[src/rtl/tx_arbiter.sv]
// tx_arbiter: round-robin arbiter and sequencer that shares one UART
// transmitter among NREQ byte requesters. It latches the granted byte and
// drives opcode 41 until the transmitter reports the frame finished, then
// forces a non-41 gap for one baud tick so the transmitter re-arms.
// Optional frame watchdog: define TXARB_TIMEOUT_EN to build it.
//
// state  | meaning
// IDLE   | no frame; Req sampled, round-robin grant on any request
// LAUNCH | opcode=41, waiting for the transmitter to drop TxDone
// SEND   | opcode=41, frame in progress, waiting for TxDone to rise
// GAP    | opcode=0, waiting for one baud tick rise before next grant
module tx_arbiter #(
  parameter int NREQ           = 4,
  parameter int TIMEOUT_CYCLES = 200000
) (
  input  logic                    Clk,
  input  logic                    Rst_n,
  input  logic                    tick,
  input  logic [NREQ-1:0]         Req,
  input  logic [8*NREQ-1:0]       ReqData,
  input  logic                    TxDone,
  output logic [NREQ-1:0]         Ack,
  output logic [NREQ-1:0]         Done,
  output logic [5:0]              opcode,
  output logic [7:0]              Data,
  output logic [$clog2(NREQ)-1:0] GrantId,
  output logic                    Busy,
  output logic                    Timeout
);

  localparam int         IW    = $clog2(NREQ);
  localparam logic [5:0] OP_TX = 6'd41;

  typedef enum logic [1:0] {S_IDLE, S_LAUNCH, S_SEND, S_GAP} state_t;

  state_t          r_state;
  logic            r_tick_q;
  logic [IW-1:0]   r_last;
  logic [IW-1:0]   r_grant;
  logic [NREQ-1:0] r_ack;
  logic [NREQ-1:0] r_done;
  logic [5:0]      r_opcode;
  logic [7:0]      r_data;
  logic            r_busy;
  logic            r_timeout;

  state_t          w_state_nxt;
  logic [IW-1:0]   w_last_nxt;
  logic [IW-1:0]   w_grant_nxt;
  logic [NREQ-1:0] w_ack_nxt;
  logic [NREQ-1:0] w_done_nxt;
  logic [5:0]      w_opcode_nxt;
  logic [7:0]      w_data_nxt;
  logic            w_timeout_nxt;
  logic            w_grant_now;
  logic            w_tick_rise;
  logic            w_any;
  logic [IW-1:0]   w_sel;
  logic            w_tmo_hit;

  assign w_tick_rise = tick & ~r_tick_q;

  // Round-robin search: first set Req starting just after the last grant
  always_comb begin : rr_search
    logic [IW-1:0] v_idx;
    w_any = 1'b0;
    w_sel = '0;
    v_idx = '0;
    for (int k = 1; k <= NREQ; k++) begin
      v_idx = IW'((int'(r_last) + k) % NREQ);
      if (!w_any && Req[v_idx]) begin
        w_any = 1'b1;
        w_sel = v_idx;
      end
    end
  end

`ifdef TXARB_TIMEOUT_EN
  logic [31:0] r_tcnt;

  // Frame watchdog: cleared on grant, counts every cycle in LAUNCH and SEND
  always_ff @(posedge Clk or negedge Rst_n) begin
    if (!Rst_n) begin
      r_tcnt <= '0;
    end else if (w_grant_now) begin
      r_tcnt <= '0;
    end else if (r_state == S_LAUNCH || r_state == S_SEND) begin
      r_tcnt <= r_tcnt + 32'd1;
    end
  end

  assign w_tmo_hit = (r_state == S_LAUNCH || r_state == S_SEND) &&
                     (r_tcnt == 32'(TIMEOUT_CYCLES - 1));
`else
  logic w_unused_tmo;
  assign w_unused_tmo = (TIMEOUT_CYCLES > 0);
  assign w_tmo_hit    = 1'b0;
`endif

  // Next-state and next-output decode
  always_comb begin
    w_state_nxt   = r_state;
    w_last_nxt    = r_last;
    w_grant_nxt   = r_grant;
    w_opcode_nxt  = r_opcode;
    w_data_nxt    = r_data;
    w_ack_nxt     = '0;
    w_done_nxt    = '0;
    w_timeout_nxt = 1'b0;
    w_grant_now   = 1'b0;
    case (r_state)
      S_IDLE: begin
        w_opcode_nxt = '0;
        if (w_any) begin
          w_grant_now      = 1'b1;
          w_ack_nxt[w_sel] = 1'b1;
          w_data_nxt       = ReqData[{w_sel, 3'b000} +: 8];
          w_grant_nxt      = w_sel;
          w_last_nxt       = w_sel;
          w_opcode_nxt     = OP_TX;
          w_state_nxt      = S_LAUNCH;
        end
      end
      S_LAUNCH: begin
        w_opcode_nxt = OP_TX;
        if (w_tmo_hit) begin
          w_opcode_nxt  = '0;
          w_timeout_nxt = 1'b1;
          w_state_nxt   = S_GAP;
        end else if (!TxDone) begin
          w_state_nxt = S_SEND;
        end
      end
      S_SEND: begin
        w_opcode_nxt = OP_TX;
        // A frame that completes on the watchdog's last cycle still counts as done
        if (TxDone) begin
          w_opcode_nxt         = '0;
          w_done_nxt[r_grant]  = 1'b1;
          w_state_nxt          = S_GAP;
        end else if (w_tmo_hit) begin
          w_opcode_nxt  = '0;
          w_timeout_nxt = 1'b1;
          w_state_nxt   = S_GAP;
        end
      end
      S_GAP: begin
        w_opcode_nxt = '0;
        if (w_tick_rise) begin
          w_state_nxt = S_IDLE;
        end
      end
      default: begin
        w_opcode_nxt = '0;
        w_state_nxt  = S_IDLE;
      end
    endcase
  end

  // State register
  always_ff @(posedge Clk or negedge Rst_n) begin
    if (!Rst_n) begin
      r_state <= S_IDLE;
    end else begin
      r_state <= w_state_nxt;
    end
  end

  // Registered outputs, grant pointer and tick edge history
  always_ff @(posedge Clk or negedge Rst_n) begin
    if (!Rst_n) begin
      r_tick_q  <= 1'b0;
      r_last    <= IW'(NREQ - 1);
      r_grant   <= '0;
      r_ack     <= '0;
      r_done    <= '0;
      r_opcode  <= '0;
      r_data    <= '0;
      r_busy    <= 1'b0;
      r_timeout <= 1'b0;
    end else begin
      r_tick_q  <= tick;
      r_last    <= w_last_nxt;
      r_grant   <= w_grant_nxt;
      r_ack     <= w_ack_nxt;
      r_done    <= w_done_nxt;
      r_opcode  <= w_opcode_nxt;
      r_data    <= w_data_nxt;
      r_busy    <= (w_state_nxt != S_IDLE);
      r_timeout <= w_timeout_nxt;
    end
  end

  assign Ack     = r_ack;
  assign Done    = r_done;
  assign opcode  = r_opcode;
  assign Data    = r_data;
  assign GrantId = r_grant;
  assign Busy    = r_busy;
  assign Timeout = r_timeout;

endmodule

[config.mk]
export PLATFORM = sky130hd
export DESIGN_NAME = tx_arbiter
export DESIGN_NICKNAME = d
export VERILOG_FILES = /design/src/rtl/tx_arbiter.sv
export SDC_FILE = /design/constraint.sdc
export NUM_CORES = 1
export LEC_CHECK = 0
export CORE_MARGIN = 2
export CORE_UTILIZATION = 25
export DETAILED_ROUTE_END_ITERATION = 12
export GPL_ROUTABILITY_DRIVEN = 1
export SLEW_MARGIN = 30
export SYNTH_ARGS = -nofsm -noshare
export SYNTH_HDL_FRONTEND = slang
export SYNTH_SLANG_ARGS = --single-unit
export TNS_END_PERCENT = 1
[constraint.sdc]
create_clock -name Clk -period 2.5 [get_ports Clk]
set_clock_uncertainty 0.05 [all_clocks]
set_input_delay 0.375 -clock Clk [delete_from_list [all_inputs] [get_ports Clk]]
set_output_delay 0.375 -clock Clk [all_outputs]
set_load 0.01 [all_outputs]
# == After elaboration in Yosys (flattened, before gate mapping) ==
# Index checks and enable logic that the tools add are counted.
# totals
reg_bits,30
elab_cells,70
# classes
addsub,4
order_cmp,8
eq_ne,3
shift,1
mux,32
n_bitwise,2
reduce_logical,11
# ops
op,count
32-bit by 6-bit variable part select with 8-bit output,1
6-bit one-hot mux with 4 select lines,1
"2-bit by 3-bit < comparator with 1-bit output, second input constant",6
2-bit 2-to-1 mux,8
4-bit 2-to-1 mux,4
6-bit 2-to-1 mux,2
1-bit 2-to-1 mux,10
1-bit binary-select mux with 2-bit select,4
2-bit one-hot mux with 4 select lines,1
1-bit logical AND,5
"2-bit by 1-bit adder with 2-bit output, second input constant",2
"2-bit adder, second input constant",2
1-bit demux with 2-bit select,2
"2-bit equality test, second input constant",2
"2-bit by 1-bit greater-or-equal comparator with 1-bit output, second input constant",2
1-bit logical NOT,3
"2-bit by 1-bit equality test with 1-bit output, second input constant",1
2-bit logical NOT,1
2-bit AND reduction,1
2-bit nonzero test,1
1-bit bitwise AND,1
1-bit inverter,1

# == Logic depth before layout (Yosys ltp) ==
# Gate-level depths: netlist of the first run.
# logic_depth
depth_word,19
mapped_depth,8
depth_no_buf,5

# == Worst setup path before layout of the first run ==
# Ideal clock, no wire load.
# synth_timing
path_kind,register to register
from,register r_last[1]
to,"register r_data[0], in the netlist Data[0]"
arrival_ns,1.712
t_required_ns,2.356
path_slack_ns,0.644
stages_incl_launch_ff,8
synth_period_minus_slack_ns,1.856
cell_sequence,dfstp_2 mux2_4 a22oi_2 and2_4 buf_12 buf_12 a211oi_2 a211oi_1
# synth_between
elab_chain_cells,14
word_cells_on_any_way,28
cone_classes,add/sub: 4; shift: 1; mux: 16; reduce/logical: 7
# synth_rtl
element,line,source
from (decl),38,logic [IW-1:0] r_last;
from (signal assigned),173,r_last <= IW'(NREQ - 1);
from (signal assigned),183,r_last <= w_last_nxt;
2-bit by 1-bit adder with 2-bit output,70,v_idx = IW'((int'(r_last) + k) % NREQ);
1-bit binary-select mux with 2-bit select,71,if (!w_any && Req[v_idx]) begin
1-bit 2-to-1 mux (not written as such),71,
1-bit 2-to-1 mux,71,
1-bit logical NOT,71,
1-bit logical AND,71,
1-bit 2-to-1 mux,71,
1-bit logical NOT,71,
1-bit logical AND,71,
1-bit 2-to-1 mux,71,
1-bit logical NOT,71,
1-bit logical AND,71,
2-bit 2-to-1 mux / 1-bit 2-to-1 mux (equally long branches),71,
32-bit by 6-bit variable part select with 8-bit output / 2-bit AND reduction (equally long branches),--,
to (signal assigned),188,r_data <= w_data_nxt;
to (decl),43,logic [7:0] r_data;
# Parallel ways exist; a longest one is shown, timed or not. The select of a mux whose other input is x is not followed.
# A chain may end at the register's enable or synchronous reset.

# == Final worst setup path of the first run ==
# layout_timing
from,input port Req[1]
to,"register r_data[1], in the netlist Data[1]"
# layout_between
elab_chain_cells,13
word_cells_on_any_way,24
cone_classes,shift: 1; mux: 16; reduce/logical: 7
# layout_rtl
element,line,source
from (decl),19,"input logic [NREQ-1:0] Req,"
1-bit binary-select mux with 2-bit select,71,
1-bit 2-to-1 mux (not written as such),71,
1-bit 2-to-1 mux,71,
1-bit logical NOT,71,
1-bit logical AND,71,
1-bit 2-to-1 mux,71,
1-bit logical NOT,71,
1-bit logical AND,71,
1-bit 2-to-1 mux,71,
1-bit logical NOT,71,
1-bit logical AND,71,
2-bit 2-to-1 mux / 1-bit 2-to-1 mux (equally long branches),71,
32-bit by 6-bit variable part select with 8-bit output / 2-bit AND reduction (equally long branches),--,
# Parallel ways exist; a longest one is shown, timed or not. The select of a mux whose other input is x is not followed.

==> results, run 1 <==
- Detailed placement finished with a half-perimeter wire length of 2760 µm.
- The global-route wire length before repair is 5610 µm.
- The initial detailed-routing violation count is 32.
- The gate count after technology mapping is 136.
- The wire length reported by the detailed router is 3450 µm.
- Dividing the final minimum period by the clock period gives 0.859.
- For this run, asynchronously set or reset flops after synthesis account for 1.00.
- The cell at the slowest stage of the critical path is clkdlybuf4s50_1.
- The dominant delay contributor by cell family on the critical path is compound AO/OA/AOI/OAI gates.
- Each instance of the synthesized netlist takes up on average 10.4 µm².
- The later-pin clock latency in the skew report is 0.26 ns.
- The critical path starts at Req[1].
- The total stage count of the critical path is 7.
- Once the clock tree was built, the resizer swapped 0 gates to a different size.
- The area growth from synthesis to layout is 49.6%.
- The worst hold slack is 0.420 ns.
- The largest incremental delay on the critical path is 0.50 ns.
- The share of total power dissipated in the clock network is 0.124.
- For this design the static power due to leakage is 0.853 nW.
- The critical path capture point is Data[1].
- In this run the worst hold path is classified as input port to asynchronous set/reset pin.
- The number of hold violations in the final report is 0.
- Of the total power, the share spent switching nets is 0.373.
- The filler cells instantiated in the layout total 560.
- The maximum root-to-sink buffer count is 2.
- The overall overflow remaining after global route is 0.
- The setup slack on the worst flop-to-flop path is 0.47 ns.
- Traced cell by cell, the critical path runs through clkdlybuf4s50_1 > o21ai_1 > a21boi_2 > buf_4 > or3_4 > a2111oi_2 > a211oi_1.
- The number of max-slew violations in the final report is 0.
- The root buffer cell is clkbuf_8.
- The number of setup buffers added after CTS is 0.
- The number of port buffers is 61.
- The shortest period the worst path allows is 2.15 ns.
- The sequential cell area fraction in the yosys report is 0.445.
- The antenna violation net count after detailed routing is 0.
- The core region is 0.00547 mm².
- The total number of vias is 1222.
- At the worst endpoint, the required time is 2.58 ns.
- The warning count from the yosys run is 0.
- The power dissipated by switching net loads is 0.708 mW.
- The critical path buffer and inverter count is 2.
- After detailed routing, the average wire length per cell comes to 12.7 µm.
- The endpoint of the worst register-to-register path is Data[3].
- VDD sags by at most 0.000278 V.
- After floorplanning, the core was divided into 27 placement rows.
- The die covers 0.00627 mm².
- Clock tree synthesis inserted a total of 3 buffers.
- Once layout is done, the placed cells without fillers occupy 0.00211 mm².
- Across the run, the number of max-cap violations was 0.
- The count of different cell masters after synthesis is 40.
- Prior to clock tree synthesis, the placed netlist has a worst setup slack of 0.0702 ns.
- The fraction of final layout cells with drive strength greater than 1 is 0.156.
- The via count of the first global-routing pass was 1164.
- Measured along the x axis, the die boundary spans 79.2 µm.
- The first detailed-routing pass ran for 4 iterations.
- Hold repair after CTS inserted 0 buffers.
- The total power density per cell area is 899 mW/mm².
- At the end of routability-driven placement, the weighted congestion stood at 0.758.
- CTS built an H-tree with a depth of 1.
- The effective utilization at floorplan is 0.258.
- The area after detailed placement is 0.00207 mm².
- Along the worst path, the maximum fanout reaches 7.
- The classification of the worst setup path is input port to flip-flop.
- Adding up every negative setup slack in the final design gives 0 ns.
- The overall global routing resource usage is 0.115.
- The per-cell via count in the routed design is 4.51.
- The internal portion of the total power is 1.19 mW.
- The number of enable flip-flop cells after synthesis is 0.
- In this run the critical register-to-register path is launched from r_last[1].
- The run finished with clean final reports.
- STA classifies the critical path endpoint as a flip-flop.
- Of the total power, combinational logic draws 0.514.
- After synthesis the netlist holds a flip-flop and latch count of 25.
- The number of antenna diodes is 0.
- The most common flop cell mapped by yosys is dfrtp_1.
- Derived from the worst setup path, the maximum achievable clock frequency is 465 MHz.
- The clock transition at the register clock pins on the worst setup and hold paths after CTS is 0.09 ns.
- The portion of total power attributed to sequential cells is 0.362.
- The TritonCTS clock tree is built.
- The pin count of the biggest net entering global routing is 26.
- Setup repair after global routing left no endpoint under its margin.
- The DRC violations left is 0.
- Pin placement for this block handled 66 I/O pins.
- The number of nets in the layout is 240.
- In this run the vertical extent of the chip is 79.2 µm.
- The initial antenna violation count is 0.
- The worst register-to-register path has a depth of 5.
- The worst path meets setup with 0.352 ns of slack.
- In this run the cell area of the synthesized design comes to 0.00141 mm².
- The clock sink count is 25.
- The worst path arrival time is 2.23 ns.
- Setup violations remaining at the end of the flow were counted as 0.
- The category of the worst setup path launch point is an input port.
sequential cells by signal (all words and copies together) (netlist names):
register  flops
Busy          1
Done          4
r_last        2
Ack           4
r_tick_q      1
r_state       2
Data          8
opcode        1
GrantId       2
cell usage after synthesis, types with 2 or more instances:
library cell	instances	area (µm²)
a2111oi_2	4	60.1
nand2b_1	2	12.5
buf_12	2	40.0
dfstp_2	2	52.6
dfrtp_1	23	576
buf_2	2	10.0
nor2_1	20	75.1
a21oi_1	3	15.0
nor4_1	3	18.8
buf_4	7	52.6
a21boi_0	5	37.5
nor2b_1	2	12.5
nand2_1	11	41.3
a211oi_1	8	60.1
nor3_1	5	25.0
mux2i_1	8	80.1
inv_1	3	11.3
a211oi_2	4	50.1
metal layers:
layer | track usage | up-vias | wire length (µm)
met5 | 0 | - | 0
met4 | 0.0414 | 0 | 23
met3 | 0.0227 | 2 | 282
met2 | 0.181 | 55 | 1530
met1 | 0.156 | 565 | 1610
li1 | - | 600 | -
power groups by stage:
stage | clock (mW) | sequential (mW) | combinational [mW]
floorplan | 0 | 0.700 | 0.602
global placement | 0 | 0.693 | 0.985
detailed placement | 0 | 0.697 | 0.991
CTS | 0.249 | 0.691 | 0.991
global route | 0.264 | 0.714 | 1.08
finish | 0.236 | 0.689 | 0.976
logic make-up after synthesis:
| group | share of synthesized area |
|---|---|
| other | 0.00265 |
| buffers and inverters | 0.0912 |
| muxes | 0.0673 |
| AOI/OAI and AO/OA | 0.209 |
| xor gates and xnor gates | 0.00620 |
| and+or+nand+nor | 0.179 |
| DFF | 0.445 |
cells in the final DEF, fill, tap and decap left out, types with 5 or more instances in the layout:
| cell | n |
|---|---|
| a21boi_0 | 5 |
| nand2_1 | 11 |
| nor2_1 | 20 |
| dfrtp_1 | 23 |
| mux2i_1 | 8 |
| a211oi_1 | 8 |
| nor3_1 | 5 |
| clkdlybuf4s50_1 | 61 |
| buf_4 | 8 |
worst min path at each step:
stage | to | start | cells past startpoint
4_1_cts | Data[1] | Rst_n | 2
5_1_grt | Done[0] | Rst_n | 2
6_report | Data[1] | Rst_n | 2
3_5_place_dp | Done[1] | GrantId[1] | 1
2_1_floorplan | Ack[0] | Rst_n | 0
3_3_place_gp | Done[1] | GrantId[1] | 1
cell type report:
cell class | count | area (µm²) | area share
sequential | 25 | 628 | 0.297
clock buffer | 3 | 41.3 | 0.0195
multi-input combinational | 98 | 667 | 0.316
tap | 72 | 90.1 | 0.0426
clock inverter | 1 | 5.00 | 0.00237
timing repair buffer | 69 | 671 | 0.317
inverter | 3 | 11.3 | 0.00533
metrics by stage:
stage	util	total power, mW	instances
floorplan	-	1.30	139
global placement	0.378	1.68	267
detailed placement	0.378	1.69	267
CTS	0.386	1.93	271
global route	0.386	2.06	271
finish	0.386	1.90	271
Power figures use the tool's default switching activity.
==> inputs of run 2 (changes only) <==
Settings changed: CTS_CLUSTER_SIZE from default to 30, GPL_TIMING_DRIVEN from default to 0.
==> results, run 2 (synthesized netlist as in run 1, its figures left out) <==
- The total number of vias is 1218 (-0.33%).
- The tree is rooted in a clkbuf_8.
- The placeable core area is 0.00547 mm² (unchanged).
- The worst path arrival time is 2.23 ns (about the same).
- The initial detailed-routing violation count was 32 (unchanged).
- The number of endpoints failing setup at the final stage is 0 (unchanged).
- The fraction of met1 tracks used by global routing is 0.152 (-0.00426).
- The portion of total power attributed to sequential cells is 0.329 (-0.033).
- Setup repair after global routing left no endpoint under its margin.
- The clock transition at the register clock pins on the worst setup and hold paths after CTS is 0.09 ns (about the same).
- The overall overflow remaining after global route is 0 (unchanged).
- The flip-flop count of the largest register after layout is 8 (unchanged).
- The pin count of the biggest net entering global routing is 26 (unchanged).
- The later-pin clock latency in the skew report was 0.27 ns (about the same).
- The busiest layer in global routing is met2.
- The number of cells upsized or downsized after cts is 0 (unchanged).
- The number of port buffers is 61 (unchanged).
- The number of max-slew violations in the final report is 0 (unchanged).
- The via count of the first global-routing pass came to 1147 (-1.5%).
- The shortest period the worst path allows is 2.14 ns (-0.00801 ns).
- The power dissipated by switching net loads was 0.719 mW (+1.5%).
- The number of nets in the layout came to 245 (+2.1%).
- The pre-CTS setup slack is 0.0767 ns (+0.00658 ns).
- The chip width was 79.2 µm (unchanged).
- The number of top-level pins came to 66 (unchanged).
- The worst IR drop on VDD came to 0.000382 V (+37%).
- The final worst slack is 0.360 ns (+0.00801 ns).
- The global-route met3 utilization is 0.0318 (+0.00909).
- The number of rows created at floorplan is 27 (unchanged).
- Measured against its own limit, the worst slew margin works out to 0.627.
- The number of cell instances on the worst register-to-register path is 7 (+2).
- The global-route wire length before repair was 5530 µm (-1.5%).
- The DRC violations left was 0 (unchanged).
- The top achievable clock speed was 467 MHz (+0.37%).
- The worst setup path is launched from an input port.
- The fraction of power consumed by the clock network is 0.124 (about the same).
- The area enclosed by the die boundary is 0.00627 mm² (unchanged).
- The total internal power is 1.25 mW (+4.9%).
- The per-cell via count in the routed design was 4.41 (-2.1%).
- The total power density per cell area is 908 mW/mm² (+0.99%).
- The area after detailed placement came to 0.00212 mm² (+2.5%).
- The max-capacitance violation count is 0 (unchanged).
- The met2 demand-to-capacity share in global routing is 0.175 (-0.00593).
- The run finished with clean final reports.
- The required time at the worst-slack endpoint is 2.59 ns (about the same).
- The height of the die is 79.2 µm (unchanged).
- The number of antenna diodes came to 0 (unchanged).
- The leakage power is 0.880 nW (+3.1%).
- The TritonCTS clock tree is built.
- The beginning of the worst register-to-register path is r_last[1].
- The hold-fix buffer count after cts is 0 (unchanged).
- The maximum root-to-sink buffer count was 2 (unchanged).
- The overall global routing resource usage was 0.114 (-0.000481).
- The share of the cycle needed by the critical path after routing is 0.856 (-0.00320).
- The wire length reported by the detailed router was 3350 µm (-2.6%).
- The filler cell count in the final layout came to 570 (+1.8%).
- The library cell used most frequently in the layout, excluding fill and tap cells, is clkdlybuf4s50_1.
- The combinational fraction of design power came to 0.547 (+0.033).
- The switching power share of the total is 0.365 (-0.00761).
- The kind of path behind the tightest hold check is input port to asynchronous set/reset pin.
- The setup slack on the worst flop-to-flop path was 0.44 ns (-0.03 ns).
- The area added between synthesis and finish is 53.5%.
- The area of the multi-input gates is 667 µm² (unchanged).
- The length of the first detailed-routing pass in iterations is 4 (unchanged).
- The library cells used most frequently in the layout, excluding fill and tap cells, are 60 x clkdlybuf4s50_1, 23 x dfrtp_1, 20 x nor2_1.
- The top fanout value on the critical path came to 10 (+3).
- The effective utilization at floorplan was 0.258 (unchanged).
- The antenna violation net count after detailed routing is 0 (unchanged).
- The number of hold violations in the final report is 0 (unchanged).
- The worst-margin pin slew is 0.557 ns.
- In this run the critical register-to-register path is captured at Data[0].
- STA classifies the critical path endpoint as a flip-flop.
- The flip-flop and latch area is 628 µm² (unchanged).
- The clock sink count is 25 (unchanged).
- The total number of H-tree levels is 1 (unchanged).
- The worst hold slack is 0.0269 ns (-0.393 ns).
- The fraction of final layout cells with drive strength greater than 1 is 0.176 (+0.0207).
- The number of setup buffers added after CTS was 0 (unchanged).
- The critical path in this run is classified as input port to flip-flop.
- The routed length per placed instance is 12.2 µm (-4.4%).
- The HPWL reported at the end of detailed placement is 2640 µm (-4.3%).
- The initial antenna violation count is 0 (unchanged).
- The final design area excluding fillers is 0.00217 mm² (+2.6%).
- The clock buffer count from CTS is 3 (unchanged).
- The setup total negative slack was 0 ns (unchanged).
- The last weighted congestion value of the routability-driven placer is 0.754 (-0.57%).
==> run 2: cell types whose count changed in the layout (fill, tap and decap cells not counted), sizes merged <==
cell / change
clkdlybuf4s50: -1
buf: +5
clkinvlp: +1
clkbuf: +1
clkinv: -1
==> run 2: worst max path at each step <==
stage	slack (ns)	endpoint	depth (start not counted)	startpoint
after CTS	0.36	Data[0]	8	Req[3]
final	0.36	Data[0]	8	Req[3]
after detailed placement	0.08	Data[0]	8	Req[3]
after global placement	0.1	Data[4]	8	Req[1]
after global routing	0.14	Data[4]	8	Req[3]
after floorplan	0.64	Data[0]	7	r_last[1]
==> run 2: critical path: stages <==
cell and delay (ns):
clkdlybuf4s50_1 0.57, nor4_1 0.11, nand2b_1 0.16, buf_6 0.14, or4_1 0.39, buf_4 0.19, a211oi_2 0.21, a211oi_1 0.07
==> run 2: area by class of cell <==
| type | count | share of cell area |
|---|---|---|
| repair buffers | 61 | 0.279 |
| multi-input cells | 98 | 0.308 |
| inverters | 3 | 0.00519 |
| clock buffers | 3 | 0.0190 |
| clock inverters | 1 | 0.00346 |
| flip-flops and latches | 25 | 0.290 |
| plain buffers | 13 | 0.0542 |
| well taps | 72 | 0.0415 |
==> run 2: per-layer routing <==
layer	vias to the layer above	share of wire
met5	-	0
met2	49	0.44
met3	4	0.098
li1	613	-
met4	0	0.017
met1	552	0.45
==> run 2: power by group through the flow <==
stage                     combinational, mW  sequential (mW)  clock [mW]
after floorplan                       0.602            0.700           0
after global placement                 1.08            0.656           0
after detailed placement               1.09            0.659           0
after CTS                              1.10            0.650       0.256
after global routing                   1.19            0.674       0.269
final                                  1.08            0.648       0.245
==> run 2: stage by stage <==
step / util / power (mW) / instances
2_1_floorplan: - / 1.30 / 139
4_1_cts: 0.396 / 2.00 / 276
3_3_place_gp: 0.388 / 1.74 / 272
6_report: 0.396 / 1.97 / 276
5_1_grt: 0.396 / 2.13 / 276
3_5_place_dp: 0.387 / 1.75 / 272
==> inputs of run 3 (changes only) <==
Settings changed: SKIP_CTS_REPAIR_TIMING from default to 1.
==> results of run 3 <==
Same layout as run 2: the final DEF is identical, and so are final timing and power.
==> patch 1 (flow settings as in run 3) <==
Re-encode `state_t` (4 states) as one-hot, 4 bits wide.
--- a/src/rtl/tx_arbiter.sv
+++ b/src/rtl/tx_arbiter.sv
@@ -32,5 +32,5 @@
   localparam logic [5:0] OP_TX = 6'd41;
 
-  typedef enum logic [1:0] {S_IDLE, S_LAUNCH, S_SEND, S_GAP} state_t;
+  typedef enum logic [3:0] {S_IDLE = 4'b0001, S_LAUNCH = 4'b0010, S_SEND = 4'b0100, S_GAP = 4'b1000} state_t;
 
   state_t          r_state;
Check against the original RTL: same outputs for any inputs over 4 cycles, from zero or initial values and one cycle with Rst_n low; so few cycles prove little.
==> patch 1 against run 3 <==
Power rose by 11%. Synthesized cell count up 8.8%. Design area is 1.8% higher. Non-clock buffer count up 1. Die area rose by 2.8%. Count of clock-buffer cells in the layout rose by 1. Area after synthesis grew 3.0%. Final cell count rose by 4.3%. Setup slack got worse by 0.047 ns. Critical path depth shrank 1. Routed wire length rose by 15%. Sequential cell count is 2 higher. First-iteration DRC count rose by 120%.
==> patch 1: results (changes against run 3) <==
metric	value	unit	change
Logic pwr share	55.2	%	+0.5 points
Power Clock	251	uW	+2%
Synth Area in XOR/XNOR	0.602	%	-0.018 points
r2r startpoint	r_last[0]		
FFs & Latches	27		+8.0%
met3 usage	2.58	%	-0.60 points
Compound-Gate Fraction of Synth Area	10.7	%	-10 points
gpl congestion	0.768		+1.9%
post-DP HPWL	2.92	mm	+10%
status	finished, final reports clean		
met2 Use GR	22.0	%	+4.5 points
Fillers	584		+2.5%
gr usage total	12.6	%	+1.1 points
number of global-route vias before repair	1374		+20%
register area share after synthesis	46.7	%	+2.2 points
crit path capture	Data[1]		
nets	257		+4.9%
initial detailed-routing violation count	70		+120%
Clock-cell share	2.04	%	-0.21 points
multi-input logic cell count	107		+9.2%
synth unique cells	36		-10%
mux share of post-synthesis cell area	10.8	%	+4.1 points
met2 routed WL	1.91	mm	+30%
Reg area	679	um2	+8.2%
first-pass GRT wire length	6.31	mm	+14%
share of cells above drive strength 1	14.8	%	-2.8 points
## patch 1: changes by cell type in the layout (fill, tap and decap cells not counted), moves of 3 or more
| cell | delta |
|---|---|
| nand3_1 | +15 |
| nor2_1 | -9 |
| a211oi_1 | -8 |
| mux2_2 | +6 |
| o211ai_1 | +6 |
| a21boi_0 | -5 |
| nor2b_1 | +5 |
| a2111oi_2 | -4 |
| a211oi_2 | -4 |
| buf_2 | +4 |
| and3_1 | +3 |
| o21ai_0 | +3 |
## patch 1: stage by stage
| step | cell area (um2) | setup slack, ns | utilization (%) | hold WS [ns] |
|---|---|---|---|---|
| after floorplan | 1470 | 0.651 | - | 0.0294 |
| after global placement | 2170 | 0.0687 | 38.9 | 0.434 |
| after detailed placement | 2160 | 0.0555 | 38.8 | 0.379 |
| after CTS | 2210 | 0.332 | 39.6 | 0.0714 |
| after global routing | 2210 | 0.116 | 39.6 | 0.0865 |
| final | 2210 | 0.312 | 39.6 | 0.0511 |
==> patch 2 (config.mk and constraints of run 3) <==
Without the edit above. `NREQ`: 4 -> 2.
--- a/src/rtl/tx_arbiter.sv
+++ b/src/rtl/tx_arbiter.sv
@@ -11,5 +11,5 @@
 // GAP    | opcode=0, waiting for one baud tick rise before next grant
 module tx_arbiter #(
-  parameter int NREQ           = 4,
+  parameter int NREQ           = 2,
   parameter int TIMEOUT_CYCLES = 200000
 ) (
Interface: changed (5 resized); port bits go from 66 to 43. No check against the original RTL was run, so the function may have changed too.
==> patch 2 against run 3 <==
Setup slack improved by 0.41 ns. Area after synthesis is 41% lower. Via count fell by 43%. Sequential cell count decreased by 6. Routed wire length fell by 39%. Combinational power shrank 43%. Power is 34% lower. Clock power shrank 37%. Design area decreased by 39%. Largest power group unchanged.
==> patch 2: results (changes against run 3) <==
metric	value	unit	change
synth top area cells	dfrtp_1 54%, a221o_1 9.6%, a21boi_0 7.2%		
r2r startpoint	r_state[1]		
nets	138		-44%
min-delay worst type	flip-flop to flip-flop		
Sw Ratio	32.0	%	-4.5 points
Static Leak	0.000579	uW	-34%
CP startpoint	opcode[3]		
Via density	4.34		-1.6%
Worst-path clk slew	0.11	ns	+0.02 ns
share of cells above drive strength 1	15.7	%	-2.0 points
number of global-route vias before repair	670		-42%
largest net degree at the start of global routing	20		-23%
register area share after synthesis	57.0	%	+12 points
Power Clock	155	uW	-37%
Yosys warnings	0		unchanged
Hold Path Origin	GrantId		
WL/cell	12.7	um	+4.2%
DRT Pass-1 Iters	4		unchanged
final hold viol count	0		unchanged
synth unique cells	26		-35%
Fillers	339		-41%
port bufs	38		-38%
first-pass GRT wire length	3.15	mm	-43%
Diodes inserted	0		unchanged
CTS Root Cell	clkbuf_4		
Max Root-Sink Buffers	2		unchanged
CP Max Fanout	3		-7
top post-synthesis cells by count	18 x dfrtp_1, 8 x a21boi_0, 8 x a221o_1		
combinational power	619	uW	-43%
worst skew pair latency	0.29	ns	+0.02 ns
initial detailed-routing violation count	16		-50%
largest stage delay on the critical path	0.52	ns	-0.05 ns
gr usage total	11.5	%	+0.079 points
Post-synth ARST share	100	%	unchanged
VDD IR max	274	uV	-28%
Post-synth top flop	dfrtp_1		
status	finished, final reports clean		
gpl congestion	0.789		+4.6%
CP delay by family, top	buffers and inverters		
post-DP HPWL	1.50	mm	-43%
Worst Path Arrival	1.30	ns	-0.93 ns
patch 2: changes by cell type after synthesis, sizes merged, moves of 6 or more:
cell	before	now
a211oi	12	0
nor3	6	0
mux2i	8	0
a221o	0	8
nor2	20	4
nand2	11	2
patch 2: layout make-up:
class / count / area (um2) / share of cell area [%]
Buffer: 10 / 76.3 / 5.79
Sequential cell: 19 / 477 / 36.1
Clock buffer: 3 / 22.5 / 1.71
Multi-Input combinational cell: 41 / 288 / 21.8
Tap cell: 46 / 57.6 / 4.36
Timing Repair Buffer: 39 / 385 / 29.2
Clock inverter: 1 / 5.00 / 0.380
Inverter: 2 / 7.51 / 0.569
patch 2: cells by family (layout without fill, tap and decap cells):
group	after synthesis	in the layout	synth area share, %
AO/OA/AOI/OAI	23	23	22.3
other	1	4	0.448
buffers and inverters	12	55	10.0
flip-flops	19	19	57.0
AND/OR/NAND/NOR	14	14	10.3
patch 2: path summary, 6_finish.rpt:
check,end,slack [ns],cells after the start
worst max-delay path,opcode[3],0.77,2
max in group asynchronous,r_last,1.58,2
worst max register to register,Data[5],1.08,4
min in group asynchronous,opcode[3],0.49,2
worst min-delay path,Done[0],0.44,1
worst min register to register,Done[0],0.44,1
patch 2: layer usage:
metal	part of all wire [%]	vias up	GRT usage, %
met2	52	23	19.5
met5	0	-	0
met3	4.8	2	2.28
met4	0.69	0	5.47
met1	42	342	14.0
li1	-	332	-
patch 2: metrics by stage:
step / area [um2] / instances / worst slack, ns / utilization [%] / power [uW]
CTS: 1310 / 160 / 0.742 / 40.0 / 1320
global route: 1320 / 161 / 0.698 / 40.2 / 1400
floorplan: 848 / 72 / 1.17 / - / 826
global placement: 1290 / 156 / 0.563 / 39.2 / 1140
detailed placement: 1290 / 156 / 0.525 / 39.2 / 1150
finish: 1320 / 161 / 0.774 / 40.2 / 1300
